===== src/rtl/pipe_hazard_ctrl.sv =====
// Hazard control for the 5-stage RV32I pipe: stage enables/clears, load-use stall, branch flush, dmem wait.
// Latency: enable/clear strobes are combinational from state and inputs; state updates on the next clk.
// Backpressure: a pending dmem access freezes all stages; PIPE_HAZARD_PERF_EN adds stall/flush counters.
module pipe_hazard_ctrl #(
    parameter int unsigned INIT_CYC    = 2,
    parameter int unsigned MEM_TIMEOUT = 16,
    parameter int unsigned CNT_W       = 16
) (
    input  logic             clk,
    input  logic             rst,
    input  logic [4:0]       rs1_D,
    input  logic [4:0]       rs2_D,
    input  logic [4:0]       rd_E,
    input  logic             memread_E,
    input  logic             pcsrc_E,
    input  logic             dmem_req_M,
    input  logic             dmem_ready_M,
    output logic             en_PC,
    output logic             en_F_D,
    output logic             clr_F_D,
    output logic             en_D_E,
    output logic             clr_D_E,
    output logic             en_E_M,
    output logic             clr_M_W,
    output logic [1:0]       state_o,
    output logic             mem_err,
    output logic [CNT_W-1:0] stall_cnt,
    output logic [CNT_W-1:0] flush_cnt
);

    typedef enum logic [1:0] {
        S_INIT = 2'd0,
        S_RUN  = 2'd1,
        S_WAIT = 2'd2,
        S_HALT = 2'd3
    } state_t;

    typedef struct packed {
        logic en_pc;
        logic en_fd;
        logic clr_fd;
        logic en_de;
        logic clr_de;
        logic en_em;
        logic clr_mw;
    } ctl_t;

    localparam ctl_t CTL_BUBBLE = ctl_t'(7'b0111111);
    localparam ctl_t CTL_FREEZE = ctl_t'(7'b0000001);
    localparam ctl_t CTL_FLUSH  = ctl_t'(7'b1111110);
    localparam ctl_t CTL_LU     = ctl_t'(7'b0001110);
    localparam ctl_t CTL_NORMAL = ctl_t'(7'b1101010);

    localparam int unsigned INIT_EFF  = (INIT_CYC == 0) ? 1 : INIT_CYC;
    localparam logic [31:0] INIT_LAST = 32'(INIT_EFF - 1);
    localparam bit          TO_EN     = (MEM_TIMEOUT != 0);
    localparam logic [15:0] WAIT_LAST = (MEM_TIMEOUT == 0) ? 16'd0 : 16'(MEM_TIMEOUT - 1);

    state_t      state, state_nxt;
    logic [31:0] init_cnt;
    logic [15:0] wait_cnt;
    logic        load_use, freeze_req;
    logic        wait_clr, wait_inc, err_set;
    ctl_t        run_ctl, ctl;

    assign load_use   = memread_E && (rd_E != 5'd0) && ((rd_E == rs1_D) || (rd_E == rs2_D));
    assign freeze_req = dmem_req_M && !dmem_ready_M;

    // A taken branch squashes the stalled instruction, so flush outranks load-use.
    always_comb begin
        run_ctl = CTL_NORMAL;
        if (pcsrc_E) begin
            run_ctl = CTL_FLUSH;
        end else if (load_use) begin
            run_ctl = CTL_LU;
        end
    end

    always_comb begin
        ctl       = '0;
        state_nxt = state;
        wait_clr  = 1'b0;
        wait_inc  = 1'b0;
        err_set   = 1'b0;
        case (state)
            S_INIT: begin
                ctl = CTL_BUBBLE;
                if (init_cnt == INIT_LAST) begin
                    state_nxt = S_RUN;
                end
            end
            S_RUN: begin
                if (freeze_req) begin
                    ctl       = CTL_FREEZE;
                    state_nxt = S_WAIT;
                    wait_clr  = 1'b1;
                end else begin
                    ctl = run_ctl;
                end
            end
            S_WAIT: begin
                if (dmem_ready_M) begin
                    ctl       = run_ctl;
                    state_nxt = S_RUN;
                end else begin
                    ctl = CTL_FREEZE;
                    if (TO_EN && (wait_cnt == WAIT_LAST)) begin
                        state_nxt = S_HALT;
                        err_set   = 1'b1;
                    end else begin
                        wait_inc = 1'b1;
                    end
                end
            end
            default: begin
                ctl = '0;
            end
        endcase
    end

    always_ff @(posedge clk) begin
        if (rst) begin
            state    <= S_INIT;
            init_cnt <= '0;
            wait_cnt <= '0;
            mem_err  <= 1'b0;
        end else begin
            state <= state_nxt;
            if (state == S_INIT) begin
                init_cnt <= init_cnt + 32'd1;
            end
            if (wait_clr) begin
                wait_cnt <= '0;
            end else if (wait_inc) begin
                wait_cnt <= wait_cnt + 16'd1;
            end
            if (err_set) begin
                mem_err <= 1'b1;
            end
        end
    end

    assign en_PC   = ctl.en_pc;
    assign en_F_D  = ctl.en_fd;
    assign clr_F_D = ctl.clr_fd;
    assign en_D_E  = ctl.en_de;
    assign clr_D_E = ctl.clr_de;
    assign en_E_M  = ctl.en_em;
    assign clr_M_W = ctl.clr_mw;
    assign state_o = state;

`ifdef PIPE_HAZARD_PERF_EN
    logic             stall_evt, flush_evt;
    logic [CNT_W-1:0] stall_q, flush_q;

    assign stall_evt = ((state == S_RUN) || (state == S_WAIT)) && !ctl.en_pc;
    assign flush_evt = pcsrc_E && (((state == S_RUN) && !freeze_req) ||
                                   ((state == S_WAIT) && dmem_ready_M));

    always_ff @(posedge clk) begin
        if (rst) begin
            stall_q <= '0;
            flush_q <= '0;
        end else begin
            if (stall_evt && (stall_q != '1)) begin
                stall_q <= stall_q + CNT_W'(1);
            end
            if (flush_evt && (flush_q != '1)) begin
                flush_q <= flush_q + CNT_W'(1);
            end
        end
    end

    assign stall_cnt = stall_q;
    assign flush_cnt = flush_q;
`else
    assign stall_cnt = '0;
    assign flush_cnt = '0;
`endif

endmodule


===== config.mk =====
export PLATFORM = sky130hd
export DESIGN_NAME = pipe_hazard_ctrl
export DESIGN_NICKNAME = d
export VERILOG_FILES = /design/src/rtl/pipe_hazard_ctrl.sv
export SDC_FILE = /design/constraint.sdc
export NUM_CORES = 1
export LEC_CHECK = 0
export ABC_AREA = 1
export CELL_PAD_IN_SITES_DETAIL_PLACEMENT = 1
export CELL_PAD_IN_SITES_GLOBAL_PLACEMENT = 2
export CORE_MARGIN = 4
export CORE_UTILIZATION = 29
export CTS_BUF_LIST = sky130_fd_sc_hd__clkbuf_4 sky130_fd_sc_hd__clkbuf_8
export DETAILED_ROUTE_END_ITERATION = 8
export PLACE_DENSITY = 0.81
export SLEW_MARGIN = 30
export SYNTH_ARGS = -nofsm -noshare
export SYNTH_HDL_FRONTEND = slang
export SYNTH_SLANG_ARGS = --single-unit

===== constraint.sdc =====
create_clock -name clk -period 2.09 [get_ports clk]
set_input_delay 0.209 -clock clk [delete_from_list [all_inputs] [get_ports clk]]
set_output_delay 0.209 -clock clk [all_outputs]
set_load 0.02 [all_outputs]

# Word-level counts from Yosys, hierarchy flattened
# Index checks and enable logic that the tools add are counted.
totals:
  elab_cells: 43
  reg_bits: 51
  in_bits: 21
op_classes:
  add_sub_neg: 2
  n_reduce_logical: 10
  eq_ne: 9
  muxes: 18
op_table:
  columns: ["op", "n"]
  rows:
  - ["$add A32 B1 Y32 const B", 1]
  - ["$eq A32 B1 Y1 const B", 1]
  - ["$mux W7", 4]
  - ["$pmux W7 S3", 1]
  - ["$add A16 B1 Y16 const B", 1]
  - ["$eq A16 B4 Y1 const B", 1]
  - ["$eq A5 B5 Y1", 2]
  - ["$mux W1", 8]
  - ["$mux W2", 4]
  - ["$pmux W2 S3", 1]
  - ["$reduce_bool A5 Y1", 1]
  - ["$ne A2 B2 Y1 const B", 2]
  - ["$reduce_and A4 Y1", 1]
  - ["$logic_and A1 B1 Y1", 3]
  - ["$ne A3 B3 Y1 const B", 1]
  - ["$reduce_bool A3 Y1", 1]
  - ["$eq A2 B1 Y1 const B", 1]
  - ["$eq A2 B2 Y1 const B", 1]
  - ["$logic_not A2 Y1", 1]
  - ["$reduce_or A2 Y1", 1]
  - ["$logic_not A1 Y1", 1]
  - ["$logic_or A1 B1 Y1", 1]

# Longest topological paths before layout
logic_depth:
  ltp_word: 7
  depth_mapped: 12

# Least setup slack after synthesis
# No wires, ideal clock.
synth_timing:
  path_type: "register to output"
  from: "reg state[1] (netlist: state_o[1])"
  to: "out clr_D_E"
  stages_incl_launch_ff: 8
  t_arrival_ns: 1.967
  n_path_buf: 1
  path_slack_ns: -0.086
  cell_sequence: "dfxtp_1 -> inv_1 -> ha_1 -> clkbuf_2 -> inv_2 -> o21ai_0 -> o21ai_0 -> nand2_1"
synth_via:
  elab_chain_cells: 2
synth_rtl:
  columns: ["element", "line", "source"]
  rows:
  - ["start: declaration", "59", "state_t state, state_nxt;"]
  - ["start signal: assignment", "128", "state <= state_nxt;"]
  - ["$eq A2 B2 Y1, or another cell as far along", "85", "case (state)"]
  - ["$pmux W7 S3 *", "85", null]
  - ["end: declaration", "22", "output logic clr_D_E,"]
# Mark *: on every way between the ends. The rest lies on a longest branch, timed or not.

# Worst setup path after layout
# Same ends and word-level chain as after synthesis.

==> impl_summary.log <==
[metrics] status: complete, no violations
[metrics] CTS tree: yes
[metrics] Synth Instances: ~550
[metrics] antenna cells: 0
[metrics] Congestion Overflow GR: 0
[metrics] FP Rows: 40
[metrics] antenna-violating nets left: 0
[metrics] number of max-cap violations: 0
[metrics] flip-flop and latch count after synthesis: 51
[metrics] nature of the critical path startpoint: flop
[metrics] wirelength, routed: 9410 um
[metrics] cell type contributing the most total cell area after synthesis: dfxtp_1
[metrics] Relative slew margins: 61.2%
[metrics] utilization of the core after routing: between 30% and 40%
[metrics] number of placed I/O pins: 63
[metrics] total CTS buffers: 5
[metrics] leakage component of the power: approximately 1.6 nW
[metrics] Core Area: 12,000 um^2
[metrics] area share of the largest cell type after synthesis: just under 30%
[metrics] number of iterations in the first detailed-routing pass: 4
[metrics] class of the most critical hold timing path: flop to flop
[metrics] Synth area leaders: dfxtp_1 29%, nand2_1 12%, nor2_1 9.9%
[metrics] total of hold buffers inserted after clock tree synthesis: 0
[metrics] final setup margin: 0.101 ns
[metrics] power density over the cells: 760 nW/um^2
[metrics] final setup fails: 0
[metrics] Design Power: 3.06 mW
[metrics] max-slew violation count: 0
[metrics] setup repair after global routing missed its margin: true
[metrics] clock root buffer: clkbuf_8
[metrics] Routed wire per std cell: ~13 um
[metrics] clock period minus final worst setup slack: 1.99 ns
[metrics] nets: 614
[metrics] non-filler instance count after layout: 733
[metrics] setup fix buffers added after clock tree synthesis: 0
[metrics] Seq/Total Area, Yosys: 28.9%
[metrics] via total after detailed routing: 3,356
[metrics] Post-DP HPWL: 7450 um
[metrics] Die ar.: 14,000 um^2
[metrics] Clock Tree Buf Depth: 2
[metrics] final worst path period share: 95.2%
[metrics] CTS sink cnt: slightly above 50
[metrics] post-placement cell count: 725
[metrics] arrival time of data at the critical path endpoint: 1.78 ns
[metrics] chip height: 118 um
[metrics] Horiz. Die Dim: 118 um
[metrics] maximum clock rate: slightly above 0.5 GHz
[metrics] Post-Syn Area: approximately 3500 um^2
[metrics] count of port buffers added during placement: 30
[metrics] DRC: 0
[metrics] number of DRC markers after the initial detailed-route iteration: 100
[metrics] total routing usage reported by global routing: 13.8%
[metrics] class of the most critical setup path: flop to primary output
[metrics] first-pass GRT wire length: 16,100 um
[metrics] post-placement setup slack: -0.145 ns
[metrics] Worst setup EP type: primary output
[metrics] ratio of cells with drive above 1 in the final layout: 11.8%
[metrics] Tightest Pin Transition: ~0.58 ns
[metrics] Clock Latency Late Sink: ~0.32 ns
[metrics] hold violation count in the final report: 0
[metrics] mean instance size in the synthesized netlist: around 6.5 um^2
[metrics] layout-stage area growth over the synthesis result: 14.2%
[metrics] Peak VDD IR: 0.302 mV
[metrics] initial core utilization: 29.5%
[metrics] maximum number of pins on one net before global-route repair: 21
[metrics] highest net fanout along the worst path: 5
[metrics] via count of the first global-routing pass: 3,389
[metrics] post-route clock skew: 0.0129 ns
[metrics] gp weighted congestion: 0.801
[metrics] Data required, critical path: 1.88 ns
[metrics] setup slack of the most critical reg-to-reg path: ~0.26 ns
[metrics] antenna violations before repair: 0
[metrics] number of distinct standard cells referenced by the synthesized netlist: 35
[metrics] total of warnings raised by yosys: 0
[metrics] average via count per standard cell: ~4.6
[metrics] Reg clk slew, reported paths: 0.10 ns
[metrics] H-tree depth: 2
## metrics by stage
| stage | hold slack (ns) | instance area (um^2) | setup TNS (ns) |
|---|---|---|---|
| final | 0.481 | 4030 | 0 |
| after global routing | 0.508 | 4030 | -0.144 |
| after CTS | 0.489 | 4040 | 0 |
| after detailed placement | 0.470 | 3940 | -0.511 |
| after global placement | 0.455 | 3940 | -0.233 |
| after floorplan | 0.364 | 3650 | 0 |
## kinds of logic after synthesis
| family | count (synthesis) | synth area share, % |
|---|---|---|
| AOI/OAI and AO/OA | 55 | 8.11 |
| xor gates and xnor gates | 16 | 3.97 |
| adders and majority gates | 8 | 2.83 |
| buffers and inverters | 105 | 15.1 |
| DFF | 51 | 28.9 |
| other | 1 | 0.106 |
| and+or+nand+nor | 310 | 40.9 |
## report_power, final
part           total, mW  switching, mW  leakage [nW]  internal (mW)
sequential          1.09         0.0703         0.412           1.02
combinational       1.32          0.809          1.15          0.512
clock              0.649          0.364        0.0519          0.286
## cell type report
type | count | area (um^2)
clock buffers | 7 | 90.1
well taps | 147 | 184
flip-flops and latches | 51 | 1020
fillers | 1569 | 7930
clock inverters | 1 | 8.76
inverters | 64 | 243
multi-input cells | 421 | 2100
repair buffers | 42 | 387
## layer usage
layer	part of all wire [%]	GRT usage, %	routed length [um]	vias up
li1	-	-	-	1741
met1	49	17.6	4560	1561
met2	47	23.2	4390	47
met3	3.1	3.16	294	7
met4	1.6	4.25	153	0
met5	0	0	0	-
## final timing paths
kind              cells after the start           end        start
hold / removal                        2   init_cnt[8]  init_cnt[8]
hold reg to reg                       2   init_cnt[8]  init_cnt[8]
setup reg to reg                     10  init_cnt[11]   state_o[1]
setup / recovery                     10       clr_D_E   state_o[1]
## placed cells by master (no fill, tap or decap), drive strengths merged
| master | netlist | routed |
|---|---|---|
| nand2 | 121 | 121 |
| nor2 | 109 | 109 |
| inv | 64 | 64 |
| dfxtp | 51 | 51 |
| nand3 | 43 | 43 |
| conb | 1 | 32 |
| a21oi | 26 | 26 |
| o21ai | 24 | 24 |
| clkdlybuf4s50 | 0 | 23 |
| nor3 | 21 | 21 |
| buf | 37 | 12 |
| clkbuf | 4 | 11 |
| xor2 | 10 | 10 |
| nand4 | 10 | 10 |
| ha | 8 | 8 |
| xnor2 | 6 | 6 |
| nor3b | 5 | 5 |
| o21a | 4 | 4 |
| clkdlybuf4s15 | 0 | 3 |
| a31oi | 1 | 1 |
| nand3b | 1 | 1 |
| clkinv | 0 | 1 |
## synthesized netlist by cell type, drive strengths merged
master  instances
conb            1
nand2         121
o21ai          24
xor2           10
a21oi          26
nand3b          1
clkbuf          4
inv            64
o21a            4
nor2          109
nand4          10
nor3b           5
a31oi           1
xnor2           6
nand3          43
ha              8
nor3           21
dfxtp          51
buf            37
## registers in the layout, summed over array words and instances (netlist names)
register  cells
wait_cnt     16
state_o       2
mem_err       1
init_cnt     32
## critical path, cell delays in order (launching register included)
cell,delay [ns]
dfxtp_2,0.36
inv_1,0.10
ha_1,0.18
nand2_1,0.07
o21ai_0,0.07
nand2_1,0.08
buf_4,0.14
inv_1,0.06
nand3_1,0.07
nand2_1,0.06
clkdlybuf4s15_2,0.25
## what timing repair did
item	4_1_cts	5_1_grt
gates resized for setup	15	10
gates cloned	0	0
endpoints found under the hold margin	0	0
pin swaps	0	0
setup endpoints to repair	7	7
Note: power is estimated with default switching activity, not from simulation.
==> patch 1, RTL diff (config.mk and constraints unchanged) <==
Change the parameter `CNT_W` from 16 to 32.
--- a/src/rtl/pipe_hazard_ctrl.sv
+++ b/src/rtl/pipe_hazard_ctrl.sv
@@ -5,5 +5,5 @@
     parameter int unsigned INIT_CYC    = 2,
     parameter int unsigned MEM_TIMEOUT = 16,
-    parameter int unsigned CNT_W       = 16
+    parameter int unsigned CNT_W       = 32
 ) (
     input  logic             clk,
Ports: changed (resized flush_cnt and stall_cnt); port bits go from 63 to 95. The function was not compared with the original's and may differ.
==> patch 1 against the unedited design <==
Wire length rose by 6.1%. Area after synthesis rose by 6.8%. Highest routed layer unchanged. Total power rose by 0.31%. First-iteration DRC count rose by 39%. Setup slack improved by 0.045 ns. Critical endpoint is now clr_M_W. Synthesized cell count rose by 5.9%. Final area rose by 3.0%. Sequential share of layout area fell by 0.75 points. Die area rose by 6.3%. Sequential cell count did not move.
==> patch 1: results (changes against the unedited design) <==
- Post-detail-place hpwl: 7870 um (+5.7%)
- Seq_cells: 51 (unchanged)
- Post-synthesis sequential area ratio: 27.1% (-1.8 points)
- Global-route wire length before repair: 16600 um (+3.1%)
- M3 GR Usage: 2.23% (-0.93 points)
- WHS: 0.478 ns (-0.00351 ns)
- Logic power comb: 1.36 mW (+3%)
- Resized Gates After CTS: 18 (+3)
- Fillers: 1695 (+8.0%)
- Syn Inst Count: 578 (+5.9%)
- Leakage: 1.71 nW (+5.7%)
- Clk_skew: 0.0102 ns (-0.00270 ns)
- Compound-Gate Fraction of Synth Area: 7.60% (-0.52 points)
- Multi-input logic portion of the cell area: 53.4% (+1.4 points)
- Post-synthesis xor/xnor area fraction: 3.71% (-0.25 points)
- Post-Synth Adder-Cell Area: 2.65% (-0.18 points)
- P_clk: 0.619 mW (-4.6%)
- Total track usage: 13.6% (-0.22 points)
- Switching power: 1.30 mW (+4.9%)
- Outcome: finished clean
- ClkCell Share: 2.14% (-0.31 points)
- Met2 usage: 24.9% (+1.7 points)
- Detailed Route WL: 9980 um (+6.1%)
- Metal2 WL: 4970 um (+13%)
- GPL Wtd Cong: 0.788 (-1.6%)
- # placed instances: 782 (+7.9%)
- Met1 wire length: 4590 um (+0.57%)
- Multi-Input Combinational: 453 (+7.6%)
[patch 1: cell count changes after synthesis, sizes merged]
cell,unedited run,this run
buf,37,69
[patch 1: cells by family (layout without fill, tap and decap cells)]
| logic type | Yosys count | after routing |
|---|---|---|
| flops | 51 | 51 |
| other cells | 1 | 64 |
| simple gates | 310 | 310 |
| buf+inv | 137 | 114 |
| compound gates | 55 | 55 |
| xor+xnor | 16 | 16 |
| fa+ha+maj | 8 | 8 |
[patch 1: worst paths after layout]
check                                 start      endpoint  cells past startpoint
worst max register to register   state_o[1]  init_cnt[11]                     10
worst min register to register  init_cnt[8]   init_cnt[8]                      2
worst max-delay path             state_o[1]       clr_M_W                      6
worst min-delay path            init_cnt[8]   init_cnt[8]                      2
[patch 1: metrics by stage]
step                cell area [um2]  util, %  setup WS, ns
floorplan                      4010        -         0.165
CTS                            4180     33.0      0.000617
finish                         4160     32.8         0.146
detailed placement             4080     32.2        -0.215
global placement               4080     32.2       -0.0907
global route                   4160     32.8        0.0149
==> patch 2, RTL diff (same flow settings) <==
Without the edit above. Put one more register stage on the output `mem_err`. The value now appears one clock later. The other outputs are not delayed to match.
--- a/src/rtl/pipe_hazard_ctrl.sv
+++ b/src/rtl/pipe_hazard_ctrl.sv
@@ -56,4 +56,6 @@
     localparam bit          TO_EN     = (MEM_TIMEOUT != 0);
     localparam logic [15:0] WAIT_LAST = (MEM_TIMEOUT == 0) ? 16'd0 : 16'(MEM_TIMEOUT - 1);
+
+    logic mem_err_s0;
 
     state_t      state, state_nxt;
@@ -124,5 +126,5 @@
             init_cnt <= '0;
             wait_cnt <= '0;
-            mem_err  <= 1'b0;
+            mem_err_s0 <= 1'b0;
         end else begin
             state <= state_nxt;
@@ -136,5 +138,5 @@
             end
             if (err_set) begin
-                mem_err <= 1'b1;
+                mem_err_s0 <= 1'b1;
             end
         end
@@ -179,4 +181,8 @@
 `endif
 
+    always_ff @(posedge clk) begin
+        mem_err <= mem_err_s0;
+    end
+
 endmodule
 
Check against the original RTL: no difference found for any inputs over 10 cycles, from zero or initial values and one cycle with rst high; that may be too few to reach the edited logic, so the function may still have changed.
==> patch 2 against the unedited design <==
Area after synthesis rose by 0.57%. Die area grew 0.53%. Non-clock buffer count decreased by 1. Sequential cell count up 1. Final area up 0.53%. Setup slack better by 0.0073 ns. Total power up 3.7%. Wire length is 1.3% higher.
==> patch 2: results (changes against the unedited design) <==
- Outcome: finished clean
- Post-Synth Adder-Cell Area: 2.82% (-0.016 points)
- Sequential standard cell area: 0.00104 mm2 (+2.0%)
- Syn Inst Count: 547 (+0.18%)
- Initial DRC Count: 132 (+32%)
- GPL Wtd Cong: 0.793 (-1.0%)
- Met1 wire length: 4460 um (-2.3%)
- Fillers: 1584 (+0.96%)
- R2r setup slk: 0.28 ns (+0.02 ns)
- Leakage: 1.62 nW (about the same)
- Metal2 WL: 4690 um (+6.7%)
- Metal3 WL: 276 um (-6.1%)
- Min-Delay Path Depth: 0 (-2)
- M3 GR Usage: 3.11% (-0.048 points)
- Routed len/inst: 13.0 um (+1.3%)
- CP endpoint: clr_M_W
- Fin crit period: 1.98 ns (-0.00726 ns)
- Vias: 3394 (+1.1%)
- Hold path endpoint: mem_err
- Resized Gates After CTS: 19 (+4)
- Layout cells sized above 1: 11.4% (-0.34 points)
- Number of global-route vias before repair: 3486 (+2.9%)
- Measured slew at the worst slew-check pin: 0.563 ns (-0.0176 ns)
- WHS: 0.361 ns (-0.120 ns)
- Pre-CTS setup slack: -0.200 ns (-0.0553 ns)
- Post-synthesis xor/xnor area fraction: 3.95% (-0.022 points)
- M1 GR Usage: 17.4% (-0.21 points)
- RR Endpoint: init_cnt[17]
- Post-synthesis sequential area ratio: 29.3% (+0.40 points)
- Top cells by area, synth: dfxtp_1 (29%), nand2_1 (12%), nor2_1 (9.8%), buf_4 (7.2%), inv_1 (6.1%)
- Compound-Gate Fraction of Synth Area: 8.07% (-0.046 points)
- Global-route wire length before repair: 16400 um (+1.8%)
- Clk_skew: 0.0131 ns (+0.000231 ns)
- Switch share: 39.9% (-0.68 points)
- Crit path max fanout: 14 (+9)
- VDD IR max: 0.000382 V (+27%)
- Total track usage: 14.0% (+0.13 points)
## patch 2: cell count changes in the layout (fill, tap and decap cells not counted), sizes merged
cell | before | now
buf | 12 | 14
clkbuf | 11 | 5
clkinvlp | 0 | 1
dfxtp | 51 | 52
bufinv | 0 | 1
dlygate4sd2 | 0 | 1
## patch 2: power by group through the flow
stage               clock, mW  sequential (mW)  combinational (mW)
finish                  0.731             1.12                1.33
global route            0.817             1.13                1.48
global placement            0             1.13                1.34
floorplan                   0             1.14               0.838
detailed placement          0             1.14                1.39
CTS                     0.775             1.12                1.35
## patch 2: area by class of cell
| class | count | share of cell area [%] |
|---|---|---|
| sequential | 52 | 25.7 |
| timing repair buffer | 41 | 9.17 |
| clock inverter | 3 | 1.05 |
| multi-input combinational | 421 | 51.8 |
| clock buffer | 5 | 1.70 |
| inverter | 64 | 5.99 |
| tap | 147 | 4.54 |
